File: config.mk
export PLATFORM = sky130hd
export DESIGN_NAME = bresenham_controller
export DESIGN_NICKNAME = d
export VERILOG_FILES = /design/src/rtl/bresenham_pkg.sv /design/src/rtl/bresenham_controller.sv
export SDC_FILE = /design/constraint.sdc
export NUM_CORES = 1
export LEC_CHECK = 0
export CAP_MARGIN = 5
export CORE_ASPECT_RATIO = 1.2
export CORE_UTILIZATION = 28
export DETAILED_ROUTE_END_ITERATION = 8
export MAX_ROUTING_LAYER = met4
export PLACE_DENSITY = 0.67
export RECOVER_POWER = 50
export SYNTH_ARGS = -nofsm -noshare
export SYNTH_HDL_FRONTEND = slang
export SYNTH_SLANG_ARGS = --single-unit
File: constraint.sdc
create_clock -name clock -period 2.1 [get_ports clock]
set_input_delay 0.315 -clock clock [delete_from_list [all_inputs] [get_ports clock]]
set_output_delay 0.315 -clock clock [all_outputs]
set_load 0.01 [all_outputs]
File: src/rtl/bresenham_pkg.sv
// Shared FSM state type and index widths for the Bresenham ray controller.
package bresenham_pkg;

    localparam int X_IDX_W    = 8;
    localparam int Y_IDX_W    = 7;
    localparam int CELL_CNT_W = 8;
    localparam int RAY_CNT_W  = 16;
    localparam int PARAM_W    = 32;

    typedef enum logic [2:0] {
        IDLE = 3'd0,
        LOAD = 3'd1,
        EVAL = 3'd2,
        EMIT = 3'd3,
        STEP = 3'd4
    } state_e;

endpackage

File: src/rtl/bresenham_controller.sv
// Walks one ray cell by cell: loads the datapath x register, then alternates
// evaluate / emit / step until x reaches zero or the cell budget is spent.
module bresenham_controller
    import bresenham_pkg::*;
#(
    parameter int MAX_CELLS = 255
) (
    input  logic                 clock,
    input  logic                 reset,
    input  logic                 ray_valid,
    output logic                 ray_ready,
    input  logic [PARAM_W-1:0]   ray_magnitude,
    input  logic [PARAM_W-1:0]   ray_angle,
    input  logic [PARAM_W-1:0]   ray_sensor_x,
    input  logic [PARAM_W-1:0]   ray_sensor_y,
    output logic [PARAM_W-1:0]   dp_magnitude,
    output logic [PARAM_W-1:0]   dp_angle,
    output logic [PARAM_W-1:0]   dp_sensor_x,
    output logic [PARAM_W-1:0]   dp_sensor_y,
    output logic                 dp_x_source,
    output logic                 dp_x_we,
    input  logic [X_IDX_W-1:0]   dp_current_x,
    input  logic [X_IDX_W-1:0]   dp_x_index,
    input  logic [Y_IDX_W-1:0]   dp_y_index,
    output logic                 cell_valid,
    input  logic                 cell_ready,
    output logic [X_IDX_W-1:0]   cell_x,
    output logic [Y_IDX_W-1:0]   cell_y,
    output logic                 cell_occupied,
    output logic                 cell_last,
    output logic                 busy,
    output logic [RAY_CNT_W-1:0] ray_count,
    output state_e               debug_state
);

    localparam logic [CELL_CNT_W-1:0] LAST_CELL_IDX = CELL_CNT_W'(MAX_CELLS - 1);

    state_e                  state;
    state_e                  state_next;
    logic                    accept;
    logic                    handshake;
    logic                    first;
    logic [CELL_CNT_W-1:0]   cell_count;
    logic [RAY_CNT_W-1:0]    ray_count_q;

    assign ray_count   = ray_count_q;
    assign debug_state = state;

    always_ff @(posedge clock) begin
        if (reset) begin
            state <= IDLE;
        end else begin
            state <= state_next;
        end
    end

    // Both ports are valid/ready: a transfer happens on a rising edge where
    // valid and ready are both high; the producer holds its payload stable
    // while valid is high and ready is low, and never retracts valid.
    always_comb begin
        state_next  = state;
        ray_ready   = 1'b0;
        busy        = 1'b0;
        cell_valid  = 1'b0;
        dp_x_we     = 1'b0;
        dp_x_source = 1'b0;
        accept      = 1'b0;
        handshake   = 1'b0;

        case (state)
            IDLE: begin
                ray_ready = 1'b1;
                if (ray_valid) begin
                    accept     = 1'b1;
                    state_next = LOAD;
                end
            end
            LOAD: begin
                dp_x_we    = 1'b1;
                state_next = EVAL;
            end
            EVAL: begin
                state_next = EMIT;
            end
            EMIT: begin
                cell_valid = 1'b1;
                if (cell_ready) begin
                    handshake  = 1'b1;
                    state_next = cell_last ? IDLE : STEP;
                end
            end
            STEP: begin
                dp_x_we     = 1'b1;
                dp_x_source = 1'b1;
                state_next  = EVAL;
            end
            default: begin
                state_next = IDLE;
            end
        endcase

        busy = (state != IDLE);

        // Reset masks every strobe so an aborted ray can neither hand off a
        // cell nor move the x register in the cycle reset is sampled.
        if (reset) begin
            state_next  = IDLE;
            ray_ready   = 1'b0;
            busy        = 1'b0;
            cell_valid  = 1'b0;
            dp_x_we     = 1'b0;
            dp_x_source = 1'b0;
            accept      = 1'b0;
            handshake   = 1'b0;
        end
    end

    always_ff @(posedge clock) begin
        if (reset) begin
            dp_magnitude  <= '0;
            dp_angle      <= '0;
            dp_sensor_x   <= '0;
            dp_sensor_y   <= '0;
            cell_x        <= '0;
            cell_y        <= '0;
            cell_occupied <= 1'b0;
            cell_last     <= 1'b0;
            first         <= 1'b0;
            cell_count    <= '0;
            ray_count_q   <= '0;
        end else begin
            if (accept) begin
                dp_magnitude <= ray_magnitude;
                dp_angle     <= ray_angle;
                dp_sensor_x  <= ray_sensor_x;
                dp_sensor_y  <= ray_sensor_y;
                cell_count   <= '0;
                first        <= 1'b1;
            end

            // The last flag is decided here, before any STEP, so x never
            // decrements past zero and the budget is never exceeded.
            if (state == EVAL) begin
                cell_x        <= dp_x_index;
                cell_y        <= dp_y_index;
                cell_occupied <= first;
                cell_last     <= (dp_current_x == '0) || (cell_count == LAST_CELL_IDX);
            end

            if (handshake) begin
                first      <= 1'b0;
                cell_count <= cell_count + CELL_CNT_W'(1);
                if (cell_last) begin
                    ray_count_q <= ray_count_q + RAY_CNT_W'(1);
                end
            end
        end
    end

endmodule

==> impl_metrics.csv, run 1 <==
group,metric,value,unit
outcome,outcome,"completed",
yosys,synth-seq-cells,173,
sta,max_freq,494,MHz
yosys,yosysTopAreaCellShare,0.544,
layout,drive_gt1_frac,0.0531,
layout,post-route-util,0.470,
yosys,yosysWarnings,0,
sta,worst_pin_slew,0.592,ns
global_routing,grt_pass1_vias,6216,
yosys,yosys.area.top_type,"dfxtp_1",
floorplanning,initial_core_util,0.284,
global_routing,grt_max_degree,74,
yosys,synth_async_sr_flop_share,0,
setup_path,crit_path_max_fanout,8,
sta,slew_viol_final,0,
global_routing,grt_use_met3,0.0392,
global_routing,gr-total-overflow,0,
sta,setup_violations,0,
clock_tree,numCtsBuffers,17,
layout,fillers,2191,
route,routed_wl,19700,um
route,dr.pass1.iters,4,
sta,final.setup_skew,0.00984,ns
clock_tree,cts_tree,"done",
floorplanning,die_w,140,um
global_routing,antenna_found_initial,0,
global_routing,met1_usage,0.201,
clock_tree,cts_buffer_depth,2,
yosys,syn_nets,947,
sta,rsz0062_at_grt,"false",
placement,hpwl,13900,um
sta,hold_ws,0.311,ns
global_routing,grt_pass1_wl,31400,um
global_routing,track_usage,0.174,
placement,dpl-instance-area,0.00998,sq mm
placement,gp_congestion,0.749,
yosys,synth_ff_type,"dfxtp_1",
route,vias,6451,
yosys,ys_top_cells_by_count,"nand2_1, dfxtp_1, nand3_1, a21oi_1, buf_2",
sta,setup_tns,0,ns
sta,layout_setup_ws,0.0772,ns
placement,place_inst,1358,
floorplanning,io_pins,324,
flow_run,cap_violations,0,
pwr,peakVddDrop,0.000552,V
pwr,p_leak,4.70,nW
placement,io_buffer_count,323,
clock_tree,clkLatencyLatePin,0.43,ns
clock_tree,postCtsSetupBuffers,0,
yosys,syn_area,0.00636,sq mm
setup_path,worstPathArrival,1.71,ns
yosys,synth_area_leaders,"dfxtp_1, nand2_1, nand3_1",
sta,finalHoldViolations,0,
clock_tree,root_buffer,"clkbuf_16",
clock_tree,cts.clk_slew.worst_paths,0.07,ns
yosys,yosysMostFrequentCell,"nand2_1",
setup_path,crit_path_end_kind,"output port",
placement,pre_cts_ws,0.135,ns
route,drc,0,
route,wl_per_cell,14.2,um
hold_path,hold_class,"in -> reg",
layout,final_nets,1256,
route,drt_iter0_drc,276,
setup_path,worst-r2r-setup-slack,0.17,ns
route,viasPerCell,4.64,
layout,regArea,0.00347,sq mm
sta,slew_headroom,0.606,
pwr,p_per_area,795,mW/mm^2
yosys,synth_cell_types,44,
layout,finalNonFillerCells,1390,
layout,multi_input_area,0.00259,sq mm
layout,design_area,0.0105,sq mm
yosys,synth_edf_count,0,
clock_tree,clock_sinks,173,
global_routing,gr-usage-met2,0.293,
global_routing,top_usage_layer,"met2",
yosys,netlist_instances,789,
yosys,syn_avg_cell_area,8.06,sq um
layout,areaGrowthSynthToFinish,65.2,%
route,detail-route-antenna-nets,0,
clock_tree,htree_levels,4,
floorplanning,num_rows,60,
setup_path,cp-start-kind,"flip-flop",
floorplanning,fp.coreArea,0.0224,sq mm
pwr,power.total,8.35,mW
yosys,seq_area_frac_synth,0.544,
sta,period_needed,2.02,ns
setup_path,cp.required,1.78,ns
setup_path,path_class,"reg -> out",
sta,min_period_over_period,0.963,
layout,num_antenna_cells,0,
floorplanning,fp.dieArea,0.0233,sq mm
floorplanning,die_y,167,um
[metal layers]
layer,vias up,share of wire
li1,3227,-
met1,2972,0.44
met2,225,0.49
met3,27,0.058
met4,0,0.020
met5,-,0
[registers in the layout (all words and copies together) (netlist names)]
signal	cells
dp_angle	32
dp_magnitude	32
dp_sensor_x	32
dp_sensor_y	32
ray_count	16
cell_count	8
cell_x	8
cell_y	7
debug_state	3
cell_last	1
cell_occupied	1
first	1
[final cells by class]
class / count / share of cell area
Clock buffer: 17 / 0.0405
Clock inverter: 15 / 0.0186
Inverter: 4 / 0.00167
Multi-Input combinational cell: 556 / 0.247
Sequential cell: 173 / 0.331
Tap cell: 279 / 0.0332
Timing Repair Buffer: 346 / 0.329
[cells by family (layout without fill, tap and decap cells)]
kind of cell | Yosys count | after routing | share of synthesized area
buf+inv | 60 | 382 | 0.0446
compound gates | 49 | 49 | 0.0452
simple gates | 494 | 494 | 0.346
xor+xnor | 10 | 10 | 0.0138
fa+ha+maj | 3 | 3 | 0.00590
flops | 173 | 173 | 0.544
[cell usage in the layout, fill, tap and decap left out, types with 3 or more instances in the layout]
cell type,Yosys,routed
and3_1,4,4
clkdlybuf4s50_1,0,215
dfxtp_1,173,170
clkbuf_16,0,17
dlygate4sd3_1,0,105
nor3_1,4,4
nor4_1,2,3
a21oi_1,29,30
or3_1,8,8
clkbuf_1,9,6
o211ai_1,3,3
and4_1,3,3
dfxtp_4,0,3
nand2_1,298,297
and2_1,5,4
inv_8,0,4
buf_4,5,9
nand3_1,134,135
buf_12,0,6
inv_1,3,3
nand4_1,7,8
nor2_1,17,17
o21ai_0,6,7
xor2_1,9,9
ha_1,3,3
inv_6,0,5
[where the power goes]
part / leakage [nW] / switching (mW) / internal, mW
clock: 0.306 / 1.51 / 1.83
sequential: 1.42 / 0.123 / 3.52
combinational: 2.98 / 0.616 / 0.752
total: 4.70 / 2.25 / 6.10
[timing repair]
action / 4_1_cts / 5_1_grt
hold buffers: 0 / 0
endpoints found under the setup margin: 5 / 3
resized for setup: 5 / 5
[final timing paths]
check	cells past startpoint	to	startpoint
setup / recovery	4	busy	debug_state[2]
hold / removal	3	cell_y[5]	reset
setup reg to reg	7	dp_sensor_x[8]	debug_state[2]
hold reg to reg	2	dp_magnitude[7]	dp_magnitude[7]
[critical path: stages, from the launching register on]
cell and delay [ns]:
dfxtp_4 0.37, buf_4 0.17, nor3_4 0.21, nor2_1 0.06
clkdlybuf4s50_1 0.47
No activity file was read; power rests on OpenSTA's default activity.
==> run 2, diff against run 1 <==
--- a/config.mk
+++ b/config.mk
@@ -8,6 +8,7 @@
 export CAP_MARGIN = 5
 export CORE_ASPECT_RATIO = 1.2
 export CORE_UTILIZATION = 28
+export CTS_BUF_LIST = sky130_fd_sc_hd__clkbuf_16
 export DETAILED_ROUTE_END_ITERATION = 8
 export MAX_ROUTING_LAYER = met4
 export PLACE_DENSITY = 0.67
==> results of run 2 <==
Final layout, timing and power as in run 1 (identical DEF).
==> run 3, diff against run 2 <==
--- a/config.mk
+++ b/config.mk
@@ -6,12 +6,12 @@
 export NUM_CORES = 1
 export LEC_CHECK = 0
 export CAP_MARGIN = 5
-export CORE_ASPECT_RATIO = 1.2
-export CORE_UTILIZATION = 28
+export CORE_AREA = 2 2 125 127
 export CTS_BUF_LIST = sky130_fd_sc_hd__clkbuf_16
 export DETAILED_ROUTE_END_ITERATION = 8
+export DIE_AREA = 0 0 127 129
 export MAX_ROUTING_LAYER = met4
-export PLACE_DENSITY = 0.67
+export PLACE_DENSITY = 0.92
 export RECOVER_POWER = 50
 export SYNTH_ARGS = -nofsm -noshare
 export SYNTH_HDL_FRONTEND = slang
==> run 3 against run 2 <==
Compared with the run above:
- routed wire length down 2.6%
- first-iteration DRC count is 29% higher
- clock-buffer cell count is the same
- hold slack improved by 0.11 ns
- critical path depth is 2 lower
- critical path type unchanged
- critical endpoint is now dp_x_source
- largest power group unchanged
- highest routed layer unchanged
==> impl_metrics.csv, run 3 (synthesis results as in run 1) <==
group,metric,value,unit
layout,final_cell_mix,"nand2_1, clkdlybuf4s50_1, dfxtp_1",
clock_tree,cts.clk_slew.worst_paths,0.07,ns
global_routing,gr-total-overflow,0,
clock_tree,cts_hold_buf,0,
pwr,peakVddDrop,0.000511,V
floorplanning,initial_core_util,0.425,
sta,min_period_over_period,0.969,
route,drc,0,
clock_tree,htree_levels,4,
global_routing,grt_pass1_wl,30300,um
floorplanning,fp.coreArea,0.0150,sq mm
placement,io_buffer_count,323,
floorplanning,die_y,129,um
setup_path,cp-start-kind,"flip-flop",
sta,max_freq,491,MHz
placement,gp_congestion,0.817,
pwr,p_leak,4.70,nW
sta,final.setup_skew,0.00506,ns
sta,hold_ws,0.417,ns
sta,period_needed,2.03,ns
sta,setup_violations,0,
outcome,outcome,"completed",
clock_tree,clkLatencyLatePin,0.42,ns
pwr,p_per_area,791,mW/mm^2
pwr,clockPowerShare,0.389,
route,dr.pass1.iters,4,
pwr,swShare,0.252,
setup_path,path_class,"reg -> out",
route,drt_iter0_drc,355,
floorplanning,fp.dieArea,0.0164,sq mm
pwr,power.switching,2.07,mW
clock_tree,numCtsBuffers,17,
global_routing,antenna_found_initial,1,
pwr,share_seq_of_total_power,0.445,
layout,layout_commonest_cell,"nand2_1",
layout,areaGrowthSynthToFinish,62.8,%
setup_path,cp.required,1.78,ns
setup_path,crit_path_end_kind,"output port",
setup_path,crit_path_max_fanout,12,
layout,design_area,0.0104,sq mm
setup_path,worstPathArrival,1.72,ns
layout,post-route-util,0.692,
pwr,internal-power,6.13,mW
floorplanning,die_w,127,um
route,wl_per_cell,14.8,um
sta,slew_viol_final,0,
layout,final_nets,1256,
route,routed_wl,19200,um
floorplanning,num_rows,45,
placement,hpwl,13800,um
global_routing,track_usage,0.238,
global_routing,grt_pass1_vias,6319,
layout,drive_gt1_frac,0.0495,
clock_tree,cts_tree,"done",
clock_tree,root_buffer,"clkbuf_16",
placement,dpl-instance-area,0.00982,sq mm
route,vias,6515,
sta,worst_pin_slew,0.784,ns
flow_run,cap_violations,0,
global_routing,grt_max_degree,76,
sta,rsz0062_at_grt,"false",
sta,slew_headroom,0.477,
clock_tree,cts_buffer_depth,2,
route,detail-route-antenna-nets,0,
clock_tree,clock_sinks,173,
hold_path,hold_class,"in -> reg",
sta,finalHoldViolations,0,
pwr,pwr-share-comb,0.166,
route,viasPerCell,5.02,
floorplanning,io_pins,324,
-- run 3: cell count changes in the layout (fill, tap and decap cells not counted), moves of 3 or more --
cell / change
dlygate4sd3_1: +7
clkdlybuf4s50_1: -6
inv_8: -4
clkinv_1: +3
clkinvlp_4: +3
-- run 3: final cells by class --
cell class                 count  area [sq um]
multi-input combinational    556          2610
antenna                        1          2.50
inverter                       4          17.5
clock buffer                  17           425
clock inverter                14           168
fill                        1090          4620
tap                          188           235
sequential                   173          3470
timing repair buffer         346          3430
-- run 3: routing by layer --
layer  share of wire  up-vias  routed length (um)  global-route usage
met3           0.090       41                1740              0.0844
li1                -     3225                   -                   -
met4           0.027        0                 511              0.0847
met2            0.49      276                9440               0.394
met1            0.39     2973                7540               0.267
met5               0        -                   0                   -
-- run 3: critical path, stage by stage (launching register included) --
cell and delay (ns):
dfxtp_2 0.39, nor4b_1 0.32, clkdlybuf4s50_1 0.59
-- run 3: power by group through the flow --
stage	registers, mW	clock network [mW]	logic [mW]
finish	3.65	3.19	1.36
global route	3.68	3.41	1.47
CTS	3.66	3.25	1.45
detailed placement	3.73	0	1.45
global placement	3.72	0	1.42
floorplan	3.83	0	0.410
-- run 3: stage by stage --
| step | TNS [ns] | setup slack (ns) | instances | power [mW] |
|---|---|---|---|---|
| after CTS | 0 | 0.0308 | 1298 | 8.37 |
| after detailed placement | -0.0102 | -0.0102 | 1267 | 5.18 |
| final | 0 | 0.0654 | 1299 | 8.20 |
| after floorplan | 0 | 0.499 | 789 | 4.24 |
| after global placement | 0 | 0.0371 | 1267 | 5.14 |
| after global routing | 0 | 0.0192 | 1299 | 8.56 |
-- run 3: worst paths after layout --
path | endpoint | startpoint | slack, ns | cells past startpoint
max | dp_x_source | debug_state[1] | 0.07 | 2
min | dp_sensor_y[9] | ray_sensor_y[9] | 0.42 | 3
max reg2reg | dp_magnitude[29] | debug_state[2] | 0.25 | 6
min reg2reg | dp_angle[31] | dp_angle[31] | 0.45 | 2
-- run 3: repair_timing --
item,in CTS,in global routing
gates resized for setup,4,2
buffers inserted,0,0
endpoints found under the setup margin,5,2
gates cloned,0,0
==> patch (flow settings as in run 3) <==
Change the package constant `X_IDX_W` from 8 to 6.
--- a/src/rtl/bresenham_pkg.sv
+++ b/src/rtl/bresenham_pkg.sv
@@ -1,7 +1,7 @@
 // Shared FSM state type and index widths for the Bresenham ray controller.
 package bresenham_pkg;
 
-    localparam int X_IDX_W    = 8;
+    localparam int X_IDX_W    = 6;
     localparam int Y_IDX_W    = 7;
     localparam int CELL_CNT_W = 8;
     localparam int RAY_CNT_W  = 16;
Ports: changed (resized cell_x, dp_current_x and dp_x_index); port bits go from 324 to 318. The function was not compared with the original's and may differ.
==> patch against run 3 <==
- maximum frequency decreased by 0.38%
- final area shrank 1.5%
- clock skew is 0.0011 ns higher
- sequential cell count is 2 lower
- wire length rose by 0.43%
- setup slack got worse by 0.0077 ns
- hold slack better by 0.014 ns
- die area did not move
- count of clock-buffer cells in the layout unchanged
- area after synthesis shrank 0.61%
- total power fell by 3.4%
- largest cell class unchanged
- largest power group unchanged
==> patch: results (changes against run 3) <==
stage,metric,value,unit,change
outcome,status,"complete, no violations",,
cells_and_area,drive_above_1_share,0.0517,,+0.00217
global_routing,grt_pass1_wl,30100,um,-0.82%
power,p_int,5.88,mW,-4.2%
synth,synthTopCellsByArea,"dfxtp_1 54%, nand2_1 18%, nand3_1 10%",,
worst_setup_path,worst_r2r_startpoint,debug_state[0],,
routing,avgRoutedWirePerCell,15.0,um,+1.1%
min_path,hp-start,ray_sensor_y[13],,
sta,skew,0.00612,ns,+0.00106 ns
cells_and_area,nets,1244,,-0.96%
global_routing,grt_max_degree,64,,-16%
global_routing,grt_pass1_vias,6169,,-2.4%
cells_and_area,fillerInstances,1153,,+5.8%
sta,slew-limit-headroom,0.464,,-0.0134
global_routing,grt_use_total,0.236,,-0.00116
routing,first_iter_violations,302,,-15%
min_path,min_to,dp_sensor_y[13],,
worst_setup_path,crit_fanout,14,,+2
synth,syn_nets,940,,-0.74%
synth,ys_top_cells_by_count,"299 x nand2_1, 171 x dfxtp_1, 132 x nand3_1, 30 x a21oi_1, 25 x buf_2",,
sta,finalSetupViolCount,0,,unchanged
placement,place.gp.congestion,0.800,,-2.1%
clock_network,clockRootBuffer,clkbuf_16,,
synth,yosys_most_used_dff,dfxtp_1,,
placement,place_ws,0.0488,ns,+0.0590 ns
worst_setup_path,r2r_cells,7,,+1
placement,detailed_place_hpwl,13800,um,+0.27%
synth,netlist-cell-type-count,45,,+2.3%
worst_setup_path,rrSetupSlack,0.12,ns,-0.13 ns
power,power_leakage,4.45,nW,-5.3%
cells_and_area,antennaDiodeCount,0,,-1
power,irDropWorstVdd,0.000495,V,-3.1%
placement,place_area,9780,um^2,-0.45%
routing,drt_pass1_iterations,6,,+2
global_routing,antenna_found_initial,0,,-1
routing,vias,6485,,-0.46%
worst_setup_path,cpMaxStageDelayCell,clkdlybuf4s50_1,,
clock_network,path_clk_slew,0.07,ns,about the same
sta,holdWs,0.431,ns,+0.0140 ns
worst_setup_path,rr_endpoint,dp_magnitude[0],,
synth,synth-seq-area-share,0.541,,-0.00299
placement,port_buffers,317,,-1.9%
[patch: cell type report]
class | count | area [um^2] | share of cell area
clock buffers | 17 | 425 | 0.0417
clock inverters | 14 | 123 | 0.0120
inverters | 4 | 17.5 | 0.00172
multi-input cells | 557 | 2600 | 0.255
flip-flops and latches | 171 | 3430 | 0.337
well taps | 188 | 235 | 0.0231
repair buffers | 339 | 3360 | 0.330
[patch: repair_timing]
action	CTS	global route
setup buffers	0	0
cloned	0	0
resized for setup	6	1
hold buffers	0	0
setup endpoints to repair	5	1
[patch: worst min-delay path, stage by stage]
cell,delay [ns]
clkdlybuf4s50_1,0.39
nand2_1,0.05
nand2_1,0.04
[patch: metrics by stage]
step / instances / power, mW / utilization
CTS: 1290 / 8.07 / 0.690
global route: 1290 / 8.24 / 0.681
floorplan: 786 / 4.19 / -
finish: 1290 / 7.92 / 0.681
global placement: 1259 / 5.10 / 0.653
detailed placement: 1259 / 5.13 / 0.653
[patch: cells by family (layout without fill, tap and decap cells)]
logic type | after synthesis | count (layout) | synth area share
flops | 171 | 171 | 0.541
xor+xnor | 7 | 7 | 0.00970
buf+inv | 58 | 374 | 0.0429
fa+ha+maj | 3 | 3 | 0.00594
mux | 2 | 2 | 0.00317
compound gates | 49 | 49 | 0.0431
simple gates | 496 | 496 | 0.354
[patch: how the worst max path moves through the flow]
stage                      end  slack [ns]
6_report           dp_x_source        0.06
5_1_grt        dp_magnitude[2]        0.01
4_1_cts                dp_x_we        0.04
3_5_place_dp           dp_x_we        0.05
3_3_place_gp        cell_valid        0.07
2_1_floorplan  dp_sensor_y[10]        0.54
[patch: power groups by stage]
stage	clock network, mW	registers [mW]	logic [mW]
global placement	0	3.68	1.42
global route	3.12	3.65	1.47
CTS	3.00	3.63	1.44
floorplan	0	3.79	0.404
finish	2.93	3.62	1.37
detailed placement	0	3.70	1.43
[patch: routing by layer]
metal / vias up / routed length, um / GRT usage
met3: 39 / 1470 / 0.0649
li1: 3206 / - / -
met2: 276 / 9540 / 0.401
met4: 0 / 447 / 0.0911
met5: - / 0 / -
met1: 2964 / 7850 / 0.267
